### src/rtl/n_channel_2_input_gate.sv
// n_channel_2_input_gate
// CHANNELS independent 2-input gates sharing one function select (mode).
// Each gate result goes through a DELAY-cycle registered delay path.
// mode 3'b111 is HOLD: every piece of state is frozen and the inputs are ignored.
//
// Build option (macro INERTIAL_FILTER_EN):
//   undefined : transport delay. Each sample is shifted through DELAY register
//               stages, so pulses of any width are reproduced.
//   defined   : inertial delay. A per-channel saturating counter changes y[i]
//               only after r[i] has differed from y[i] for DELAY consecutive
//               non-HOLD samples. Shorter pulses are suppressed.
// valid rises after the DELAY-th non-HOLD edge that follows reset, and it
// behaves the same way in both builds.

module n_channel_2_input_gate #(
    parameter int CHANNELS = 4,
    parameter int DELAY    = 2
) (
    input  logic                clk,
    input  logic                rst,
    input  logic [CHANNELS-1:0] a,
    input  logic [CHANNELS-1:0] b,
    input  logic [2:0]          mode,
    output logic [CHANNELS-1:0] y,
    output logic                valid
);

    // Counter width: able to hold 0..DELAY
    localparam int                CW      = $clog2(DELAY + 1);
    localparam logic [CW-1:0]     DELAY_C = CW'(DELAY);
    localparam logic [CW-1:0]     ONE_C   = CW'(1);
    localparam logic [CW-1:0]     ZERO_C  = CW'(0);

    // Gate function applied bitwise to every channel. HOLD never reaches the pipeline.
    function automatic logic [CHANNELS-1:0] gate_fn(
        input logic [2:0]          m,
        input logic [CHANNELS-1:0] ga,
        input logic [CHANNELS-1:0] gb
    );
        logic [CHANNELS-1:0] res;
        case (m)
            3'b000:  res = ~(ga | gb);
            3'b001:  res = ~(ga & gb);
            3'b010:  res = ga | gb;
            3'b011:  res = ga & gb;
            3'b100:  res = ga ^ gb;
            3'b101:  res = ~(ga ^ gb);
            3'b110:  res = ~ga;
            default: res = {CHANNELS{1'b0}};
        endcase
        return res;
    endfunction

    logic                hold_s;
    logic                adv_s;
    logic [CHANNELS-1:0] r_s;

    assign hold_s = (mode == 3'b111);
    assign adv_s  = ~hold_s;
    assign r_s    = gate_fn(mode, a, b);

    // ------------------------------------------------------------------
    // valid: saturating count of non-HOLD edges since reset
    // ------------------------------------------------------------------
    logic [CW-1:0] vcnt_q, vcnt_d;
    logic          valid_q, valid_d;

    // Next-state logic for the fill counter and valid
    always_comb begin
        vcnt_d  = vcnt_q;
        valid_d = valid_q;
        if (adv_s) begin
            if (vcnt_q == DELAY_C) begin
                vcnt_d = vcnt_q;
            end else begin
                vcnt_d = vcnt_q + ONE_C;
            end
            valid_d = (vcnt_d == DELAY_C);
        end else begin
            vcnt_d  = vcnt_q;
            valid_d = valid_q;
        end
    end

    // Fill counter and valid registers. Reset has priority over HOLD.
    always_ff @(posedge clk) begin
        if (rst) begin
            vcnt_q  <= ZERO_C;
            valid_q <= 1'b0;
        end else begin
            vcnt_q  <= vcnt_d;
            valid_q <= valid_d;
        end
    end

    assign valid = valid_q;

`ifdef INERTIAL_FILTER_EN
    // ------------------------------------------------------------------
    // Inertial delay: per-channel mismatch run counter
    // ------------------------------------------------------------------
    logic [CHANNELS-1:0] y_q, y_d;
    logic [CW-1:0]       fcnt_q [CHANNELS];
    logic [CW-1:0]       fcnt_d [CHANNELS];

    // Per channel: count consecutive mismatches, and toggle y once DELAY is reached
    always_comb begin
        y_d = y_q;
        for (int i = 0; i < CHANNELS; i++) begin
            fcnt_d[i] = fcnt_q[i];
        end
        if (adv_s) begin
            for (int i = 0; i < CHANNELS; i++) begin
                if (r_s[i] != y_q[i]) begin
                    if (fcnt_q[i] == DELAY_C) begin
                        fcnt_d[i] = fcnt_q[i];
                    end else begin
                        fcnt_d[i] = fcnt_q[i] + ONE_C;
                    end
                    if (fcnt_d[i] >= DELAY_C) begin
                        y_d[i]    = ~y_q[i];
                        fcnt_d[i] = ZERO_C;
                    end else begin
                        y_d[i]    = y_q[i];
                    end
                end else begin
                    fcnt_d[i] = ZERO_C;
                    y_d[i]    = y_q[i];
                end
            end
        end else begin
            y_d = y_q;
        end
    end

    // Filter counters and output register
    always_ff @(posedge clk) begin
        if (rst) begin
            y_q <= {CHANNELS{1'b0}};
            for (int i = 0; i < CHANNELS; i++) begin
                fcnt_q[i] <= ZERO_C;
            end
        end else begin
            y_q <= y_d;
            for (int i = 0; i < CHANNELS; i++) begin
                fcnt_q[i] <= fcnt_d[i];
            end
        end
    end

    assign y = y_q;
`else
    // ------------------------------------------------------------------
    // Transport delay: DELAY-deep shift register. The last stage is y.
    // ------------------------------------------------------------------
    logic [CHANNELS-1:0] pipe_q [DELAY];
    logic [CHANNELS-1:0] pipe_d [DELAY];

    // Shift a new sample in on every non-HOLD edge
    always_comb begin
        for (int k = 0; k < DELAY; k++) begin
            pipe_d[k] = pipe_q[k];
        end
        if (adv_s) begin
            pipe_d[0] = r_s;
            for (int k = 1; k < DELAY; k++) begin
                pipe_d[k] = pipe_q[k-1];
            end
        end else begin
            for (int k = 0; k < DELAY; k++) begin
                pipe_d[k] = pipe_q[k];
            end
        end
    end

    // Delay stage registers. Reset discards any samples still in flight.
    always_ff @(posedge clk) begin
        if (rst) begin
            for (int k = 0; k < DELAY; k++) begin
                pipe_q[k] <= {CHANNELS{1'b0}};
            end
        end else begin
            for (int k = 0; k < DELAY; k++) begin
                pipe_q[k] <= pipe_d[k];
            end
        end
    end

    assign y = pipe_q[DELAY-1];
`endif

endmodule
### config.mk
export PLATFORM = sky130hd
export DESIGN_NAME = n_channel_2_input_gate
export DESIGN_NICKNAME = d
export VERILOG_FILES = /design/src/rtl/n_channel_2_input_gate.sv
export SDC_FILE = /design/constraint.sdc
export NUM_CORES = 1
export LEC_CHECK = 0
export BUFFER_PORTS_ARGS = -buffer_cell sky130_fd_sc_hd__buf_2
export CAP_MARGIN = 20
export CORE_MARGIN = 2
export CORE_UTILIZATION = 50
export CTS_BUF_LIST = sky130_fd_sc_hd__clkbuf_8 sky130_fd_sc_hd__clkbuf_16
export DETAILED_ROUTE_END_ITERATION = 12
export GPL_ROUTABILITY_DRIVEN = 0
export PLACE_DENSITY_LB_ADDON = 0.12
export SYNTH_ARGS = -nofsm -noshare
export SYNTH_HDL_FRONTEND = slang
export SYNTH_SLANG_ARGS = --single-unit
### constraint.sdc
create_clock -name clk -period 1.97 [get_ports clk]
set_input_delay 0.394 -clock clk [delete_from_list [all_inputs] [get_ports clk]]
set_output_delay 0.394 -clock clk [all_outputs]
set_load 0.02 [all_outputs]
Word-level counts from Yosys, hierarchy flattened --
Memory sizes are Yosys's and may differ from the RTL's. Index checks and enable logic that the tools add are counted.
Storage, ports and cells: memory bits (read-only) 0, bits in latches 0, RAM bits 8, register bits 3, memories kept 1
Memories:
- pipe_q | words 2, width 4, rd ports 2, clocked after Yosys merged registers in 0, write ports 2, RTL line 156 | logic [CHANNELS-1:0] pipe_q [DELAY];
Cells by class: bitwise gates (word level) 9, equal/unequal tests 9, reductions and logical operators 1, muxes and demuxes 9, divide/modulo/power cells 0, add/sub/neg operators 1, shifts and indexed selects 0, magnitude comparators 0, multiply operators 0
Operators by type and width (count):
- 4-bit case mux with 7 select lines | 1
- 4-bit NOT | 4
- 3-bit == test (second input constant) | 4
- 4-bit two-way mux | 2
- 8-bit two-way mux | 1
- 3-bit by 2-bit == test with 1-bit output (second input constant) | 2
- 4-bit AND | 1
- 2-bit == test (second input constant) | 2
- 2-bit two-way mux | 2
- 4-bit bitwise OR | 1
- 4-bit bitwise XOR | 1
- 3-bit by 1-bit == test with 1-bit output (second input constant) | 1
- 3-bit zero test | 1
- 1-bit two-way mux | 3
- 2-bit by 1-bit adder with 2-bit output (second input constant) | 1
- 1-bit bitwise OR | 2

Logic depth before layout (Yosys ltp) --
Gate-level depths: netlist of run 1.
word-level depth 5, depth in mapped cells 6, depth with buffers taken out 6

Worst setup path before layout of run 1 --
OpenSTA, ideal clock, no wires.
path kind input to register, start input port a[1], end memory pipe_q[0][1], arrival 1.296 ns, buffers on the path 0, required time 1.850 ns, path slack 0.553 ns, setup time 0.120 ns, stages 6, path through inv_1 -> ha_1 -> or2_2 -> a21oi_1 -> a211o_1 -> a211oi_2
RTL lines:
- start, declared | RTL line 21 | input logic [CHANNELS-1:0] a,
- end, declared | RTL line 156

==> results of run 1 <==
-- cell usage after synthesis, types with 2 or more instances --
cell / number / share of area
o21ai_0: 3 / 0.020
ha_1: 9 / 0.15
xor2_1: 3 / 0.035
xnor2_1: 4 / 0.047
buf_4: 4 / 0.040
nand2b_1: 2 / 0.017
nor2_1: 15 / 0.075
or2_2: 2 / 0.017
mux2i_1: 6 / 0.080
a211o_1: 3 / 0.035
dfxtp_1: 10 / 0.27
o22ai_1: 2 / 0.017
a21oi_1: 7 / 0.047
inv_1: 11 / 0.055
-- power groups by stage --
stage	combinational [mW]	clock [mW]	sequential [mW]
CTS	0.143	0.258	0.233
global placement	0.140	0	0.236
global route	0.162	0.269	0.235
finish	0.141	0.252	0.233
detailed placement	0.142	0	0.237
floorplan	0.113	0	0.239
-- per-stage QoR --
stage	total power, mW	cells	utilization
final	0.6255	118	0.6256
after global routing	0.6659	118	0.6256
after CTS	0.6339	118	0.6256
after detailed placement	0.3792	114	0.5848
after global placement	0.3763	114	0.5848
after floorplan	0.3524	90	-
-- how the worst max path moves through the flow --
stage	start	to	slack [ns]
3_3_place_gp	a[1]	pipe_q[0][1]	0.41
2_1_floorplan	a[1]	pipe_q[0][1]	0.55
3_5_place_dp	a[1]	pipe_q[0][1]	0.39
5_1_grt	a[1]	pipe_q[0][1]	0.58
4_1_cts	a[1]	pipe_q[0][1]	0.63
6_report	a[1]	pipe_q[0][1]	0.64
-- layout make-up --
class                   instances  area share
repair buffers                 17      0.1007
inverters                      11     0.04889
well taps                      15     0.02222
flip-flops and latches         10      0.2370
clock buffers                   4     0.06519
multi-input cells              61      0.5259
-- flip-flops by register name (all words and copies together), names as in the netlist --
name and count:
pipe_q 8, vcnt_q 2
-- layer usage --
layer | global-route usage | wire, um
met5 | 0 | 0
met4 | 0.07500 | 0
met3 | 0.06383 | 72
met2 | 0.2394 | 546
met1 | 0.1620 | 563
-- worst max-delay path, cell delays in order --
cell and delay [ns]:
buf_2 0.09, inv_1 0.05, ha_1 0.29, or2_2 0.30, a21oi_1 0.14, a211o_1 0.13, a211oi_2 0.06
-- cell families (layout without fill, tap and decap cells) --
family                   Yosys count  after routing  synth area share
flip-flops                        10             10            0.2662
adder cells (fa/ha/maj)            9              9            0.1498
buffers and inverters             19             32            0.1431
AND/OR/NAND/NOR                   22             22            0.1364
AO/OA/AOI/OAI                     17             17            0.1431
XOR/XNOR                           7              7           0.08153
multiplexers                       6              6           0.07987
-- cell usage in the layout, fill, tap and decap left out --
cell type / Yosys / final
a211o_1: 3 / 3
buf_2: 1 / 17
ha_1: 9 / 9
or3_1: 1 / 1
o21ai_0: 3 / 3
mux2i_1: 6 / 6
a31oi_1: 1 / 1
dfxtp_1: 10 / 10
xor2_1: 3 / 3
a21oi_1: 7 / 7
a211oi_2: 1 / 1
inv_1: 11 / 11
or2_2: 2 / 2
xnor2_1: 4 / 4
o22ai_1: 2 / 2
nor2_1: 15 / 15
nand2b_1: 2 / 2
nand3_1: 1 / 1
clkbuf_8: 0 / 4
nand3_2: 1 / 1
==> impl_metrics.toml, run 1 <==
[run_status]
status = "finished clean"

[layout]
drive_gt1_frac = 0.2427
area_delta_synth_final_pct = 12.31
fillers = 133
seq_area_um2 = 200.2
nNetsFinal = 126
fin_area_um2 = 844.6
multi_input_area_um2 = 444.2
num_antenna_cells = 0

[cts]
clock-sinks = 10
h-tree-depth = 1
clk_pin_slew_ns = 0.05
clockBufferDepth = 2
cts_resized = 0
cts-buffers-inserted = 3
cts_hold_buf = 0
cts_setup_buffers = 0
cts_tree = "built"
clk_latency_ns = 0.23
root_buffer = "clkbuf_8"

[detailed_routing]
dr.pass1.iters = 4
drt_iter0_markers = 13
drc_errors = 0
drt_wl_total_um = 1183
vias = 586
avgRoutedWirePerCell_um = 10.03
viasPerCell = 4.966
antenna_left = 0

[logic_synthesis]
yosysSeqAreaShare = 0.2662
synth_async_sr_flop_share = 0
ys_dominant_reg_cell = "dfxtp_1"
synth.distinct_cells = 23
avgSynthCellArea_um2 = 8.355
syn_inst = 90
synth_warnings = 0
syn-num-nets = 112
synth-edff-count = 0
synth_area_um2 = 752.0
synth-seq-cells = 10

[power_and_ir_drop]
peakVddDrop_mv = 0.3347
power_frac_comb = 0.226
p_int_mw = 0.4628
pwr-share-clk = 0.402
p_leak_nw = 0.4498
swShare = 0.2601
seqPwrFrac = 0.372
switching_power_mw = 0.1627
powerDensity_nw_per_um2 = 740.6

[min_path]
hold_class = "in2reg"
hold_depth = 2
min_to = "vcnt_q[0]"
min_from = "rst"

[global_route]
overflow = 0
grt_pass1_vias = 526
globalRouteTotalUtil = 0.1477
grt_max_degree = 17
antenna_found_initial = 0
grt_first_pass_wirelength_um = 2007

[floorplan]
start_util = 0.5570
pin_count = 18
rows = 13
coreArea_um2 = 1350
die_y_um = 42.78
die_area_um2 = 1830
die_x_um = 42.78

[placed_design]
place_hpwl_um = 910.2
io_buffers = 17
preCtsSetupSlack_ns = 0.3940
post_dp_cell_area_um2 = 789.5

[critical_path]
critPathMaxFanout = 2
r2r-start = "vcnt_q[1]"
reg2reg_slack_ns = 1.05
crit_arrival_ns = 1.45
critPathKind = "in2reg"
timing.rr.end = "vcnt_q[1]"
worst-r2r-cell-count = 4
start_kind = "input port"
end_kind = "flip-flop"
critPathRequiredTime_ns = 2.09

[timing]
setup_viol_count_final = 0
drv_slew = 0
fin_setup_tns_ns = 0
rsz0062_at_grt = "no"
worstMarginPinSlew_ns = 0.2855
timing.slew.headroom = 0.8097
period_minus_slack_ns = 1.334
final_hold_viol_count = 0
whs_ns = 0.4497
fin_crit_sh = 0.6773
fmax_mhz = 749.5
finClkSkew_ns = 0.002413
fin_ws_ns = 0.6357

[job]
drv_cap = 0
Power figures use the tool's default switching activity.
==> run 2: changes to the inputs <==
Settings changed: CORE_UTILIZATION 50 to 46.
Clock period 1.97 ns to 1.1 ns, I/O delays scaled along.
==> run 2 against run 1 <==
Effect of this change:
- clock skew decreased by 0.0020 ns
- clock power rose by 77%
- cell count is 9.3% higher
- setup slack worse by 0.60 ns
- wire length up 12%
- sequential power increased by 80%
- die area is 7.9% higher
- largest cell class unchanged
==> impl_metrics.toml, run 2 (synthesis gave the netlist of run 1 again) <==
[run_status]
status = "finished clean"

[layout]
layout_common_cells = "buf_2, nor2_1, buf_4, dfxtp_1, inv_1"
largest_reg_flops = 8
num_antenna_cells = 0
nNetsFinal = 136
fin_area_um2 = 979.7
fin_util = 0.6429
drive_gt1_frac = 0.3628
reg_top3 = "pipe_q: 8 flops, vcnt_q: 2 flops"
largest-register = "pipe_q"
finalNonFillerCells = 129
area_delta_synth_final_pct = 30.28
layout_commonest_cell = "buf_2"

[placed_design]
preCtsSetupSlack_ns = -0.2417
io_buffers = 17
dp_cells = 125
place_hpwl_um = 1083
post_dp_cell_area_um2 = 902.1

[cts]
clockBufferDepth = 2
clk_pin_slew_ns = 0.05
clock-sinks = 10
clk_latency_ns = 0.23
cts_tree = "built"
cts_setup_buffers = 0
cts_hold_buf = 0
h-tree-depth = 1
root_buffer = "clkbuf_8"
cts-buffers-inserted = 3

[global_route]
grt_max_degree = 13
met1_usage = 0.2025
grt_use_met3 = 0.02449
grt_busiest_layer = "met2"
globalRouteTotalUtil = 0.1705
grt_first_pass_wirelength_um = 2428
grt_pass1_vias = 602
grt_util_met2 = 0.2853
antenna_found_initial = 0
overflow = 0

[power_and_ir_drop]
peakVddDrop_mv = 0.4342
p_leak_nw = 0.5014
powerDensity_nw_per_um2 = 1196
p_total_mw = 1.171

[timing]
whs_ns = 0.3170
timing.slew.headroom = 0.8359
rsz0062_at_grt = "no"
drv_slew = 0
fin_crit_sh = 0.9714
period_minus_slack_ns = 1.069
fin_setup_tns_ns = 0
fmax_mhz = 935.9
fin_ws_ns = 0.03149
finClkSkew_ns = 0.0004192
setup_viol_count_final = 0
worstMarginPinSlew_ns = 0.2461
final_hold_viol_count = 0

[floorplan]
die_area_um2 = 1974
coreArea_um2 = 1524
pin_count = 18
die_x_um = 44.43
rows = 14
die_y_um = 44.43
start_util = 0.4934

[detailed_routing]
viasPerCell = 4.922
antenna_left = 0
dr.pass1.iters = 4
drc_errors = 0
drt_wl_total_um = 1324
vias = 635
drt_iter0_markers = 3
avgRoutedWirePerCell_um = 10.26

[critical_path]
critPathKind = "in2reg"
crit_arrival_ns = 1.22
critPathMaxFanout = 2
end_kind = "flip-flop"
start_kind = "input port"
critPathRequiredTime_ns = 1.25

[min_path]
hold_class = "in2reg"

[job]
drv_cap = 0
run 2: cell count changes in the layout (fill, tap and decap cells not counted), moves of 2 or more:
cell | before | now
ha_4 | 0 | 2
inv_1 | 11 | 9
ha_1 | 9 | 7
buf_4 | 0 | 11
run 2: area by class of cell:
cell class                 count  area (um2)
fill                         148       544.3
clock buffer                   4       55.05
inverter                      11       58.81
timing repair buffer          27       162.7
sequential                    10       200.2
multi-input combinational     61       483.0
tap                           16       20.02
run 2: worst paths after layout:
path | depth (start not counted) | slack, ns | endpoint | start
setup / recovery | 7 | 0.03 | pipe_q[0][1] | a[1]
hold / removal | 3 | 0.32 | vcnt_q[0] | rst
setup reg to reg | 4 | 0.18 | vcnt_q[1] | vcnt_q[1]
hold reg to reg | 2 | 0.48 | pipe_q[0][6] | pipe_q[0][6]
run 2: what timing repair did:
action / 4_1_cts / 5_1_grt
setup endpoints to repair: 1 / 1
pin swaps: 0 / 1
gates resized for setup: 1 / 2
run 2: where the power goes:
part	switching, mW	leakage [nW]	internal (mW)
Combinational	0.158	0.390	0.149
Sequential	0.0175	0.0827	0.401
Clock	0.132	0.0288	0.314
Total	0.307	0.501	0.864
run 2: critical path, cell delays in order:
cell	delay, ns
buf_4	0.14
inv_12	0.03
ha_4	0.25
or2_4	0.10
a21oi_2	0.04
a211o_1	0.27
a211oi_2	0.17
run 2: layer usage:
layer	share of wire	up-vias
met5	0	-
met4	0.017	0
met3	0.032	2
met2	0.49	14
met1	0.46	283
li1	-	336
==> run 3: changes to the inputs <==
Settings changed: CORE_UTILIZATION 46 to 50.
Clock period 1.1 ns to 1.01 ns, I/O delays scaled along.
==> run 3 against run 2 <==
Effect of this change:
- total power is 12% higher
- non-clock buffer count grew 1
- first-iteration DRC count grew to 3.7 times the previous value
- setup slack got worse by 0.0057 ns
- count of clock-buffer cells in the layout did not move
- die area fell by 7.3%
- clock power rose by 11%
- sequential power up 9.1%
- critical path type unchanged
- critical endpoint unchanged
- largest cell class unchanged
- largest power group unchanged
==> impl_metrics.toml, run 3 (synthesis gave the netlist of run 1 again) <==
[global_route]
grt_first_pass_wirelength_um = 2408
grt_max_degree = 11
overflow = 0
grt_pass1_vias = 613
antenna_found_initial = 0
globalRouteTotalUtil = 0.1779

[layout]
nNetsFinal = 137
num_antenna_cells = 0
largest-register = "pipe_q"
reg_top3 = "pipe_q: 8 flops, vcnt_q: 2 flops"
area_delta_synth_final_pct = 36.77
finalNonFillerCells = 129
fin_area_um2 = 1028
drive_gt1_frac = 0.4211
layout_common_cells = "nor2_1, buf_2, buf_4, dfxtp_1"
largest_reg_flops = 8

[critical_path]
path_cells = "buf_12 -> inv_12 -> ha_4 -> or2_4 -> a21oi_2 -> a211o_1 -> a211oi_2"
r2r-start = "vcnt_q[0]"
end_kind = "flip-flop"
critPathSlowestCell = "ha_4"
reg2reg_slack_ns = 0.11
critical_path.top_delay_family = "compound AO/OA/AOI/OAI gates"
slowest_delay_ns = 0.26
start_kind = "input port"
timing.rr.end = "vcnt_q[1]"
critPathKind = "in2reg"
critPathMaxFanout = 2
critPathRequiredTime_ns = 1.17
crit_arrival_ns = 1.14
worst-r2r-cell-count = 4
worst-path-buf-inv = 2

[cts]
clock-sinks = 10
root_buffer = "clkbuf_8"
cts_hold_buf = 0
cts-buffers-inserted = 3
clk_latency_ns = 0.23
clk_pin_slew_ns = 0.05
cts_setup_buffers = 0
cts_tree = "built"
clockBufferDepth = 2
h-tree-depth = 1

[timing]
finClkSkew_ns = 0.0003153
whs_ns = 0.2934
fin_ws_ns = 0.02576
fmax_mhz = 1016
period_minus_slack_ns = 0.9842
drv_slew = 0
fin_crit_sh = 0.9745
final_hold_viol_count = 0
setup_viol_count_final = 0
timing.slew.headroom = 0.8473
rsz0062_at_grt = "yes"
worstMarginPinSlew_ns = 0.2291

[min_path]
min_from = "rst"
min_to = "vcnt_q[1]"
hold_class = "in2reg"
hold_depth = 3

[placed_design]
preCtsSetupSlack_ns = -0.3320
place_hpwl_um = 1140
io_buffers = 17
dp_cells = 125
post_dp_cell_area_um2 = 947.2

[detailed_routing]
drt_iter0_markers = 11
avgRoutedWirePerCell_um = 11.26
vias = 661
drc_errors = 0
dr.pass1.iters = 4
viasPerCell = 5.124
drt_wl_total_um = 1452
antenna_left = 0

[floorplan]
die_x_um = 42.78
pin_count = 18
rows = 13
start_util = 0.5570
die_area_um2 = 1830
die_y_um = 42.78
coreArea_um2 = 1350

[job]
drv_cap = 0

[run_status]
status = "finished clean"

[power_and_ir_drop]
powerDensity_nw_per_um2 = 1280
peakVddDrop_mv = 0.8343
p_leak_nw = 0.5118
[run 3: timing repair]
| item | CTS | global route |
|---|---|---|
| endpoints found under the setup margin | 1 | 1 |
| pin swaps | 1 | 0 |
| gates resized for setup | 3 | 4 |
[run 3: final cells by class]
type / instances / area (um2)
Clock buffer: 4 / 55.05
Tap cell: 15 / 18.77
Timing Repair Buffer: 28 / 201.4
Inverter: 11 / 58.81
Fill cell: 116 / 321.6
Multi-Input combinational cell: 61 / 493.0
Sequential cell: 10 / 201.4
[run 3: where the power goes]
group	internal, mW	switching (mW)
combinational	0.181	0.181
sequential	0.438	0.0187
clock	0.342	0.155
total	0.962	0.355
[run 3: layer usage]
metal | share of wire | track usage | up-vias | wire [um]
met2 | 0.50 | 0.3061 | 16 | 733
met3 | 0.033 | 0.02553 | 5 | 48
li1 | - | - | 341 | -
met4 | 0.030 | 0.1313 | 0 | 43
met5 | 0 | 0 | - | 0
met1 | 0.43 | 0.1939 | 299 | 626
[run 3: worst max-delay path by stage]
stage,from,to,slack [ns],cells past startpoint
detailed placement,a[1],pipe_q[0][1],-0.33,7
global route,a[1],pipe_q[0][1],-0.01,7
finish,a[1],pipe_q[0][1],0.03,7
CTS,b[1],pipe_q[0][1],0.03,7
floorplan,a[1],pipe_q[0][1],-0.08,6
global placement,a[1],pipe_q[0][1],-0.30,7
[run 3: worst register-to-register path, stage by stage, from the launching register on]
cell and delay [ns]:
dfxtp_1 0.30, inv_1 0.05, ha_1 0.28, a21oi_1 0.12, nor2_1 0.05
[run 3: stage by stage]
step	TNS, ns	util	power [mW]
global placement	-0.7663	0.7016	0.8022
detailed placement	-0.8411	0.7016	0.8160
CTS	0	0.7488	1.320
global route	-0.01324	0.7618	1.387
finish	0	0.7618	1.317
floorplan	-0.08193	-	0.7124
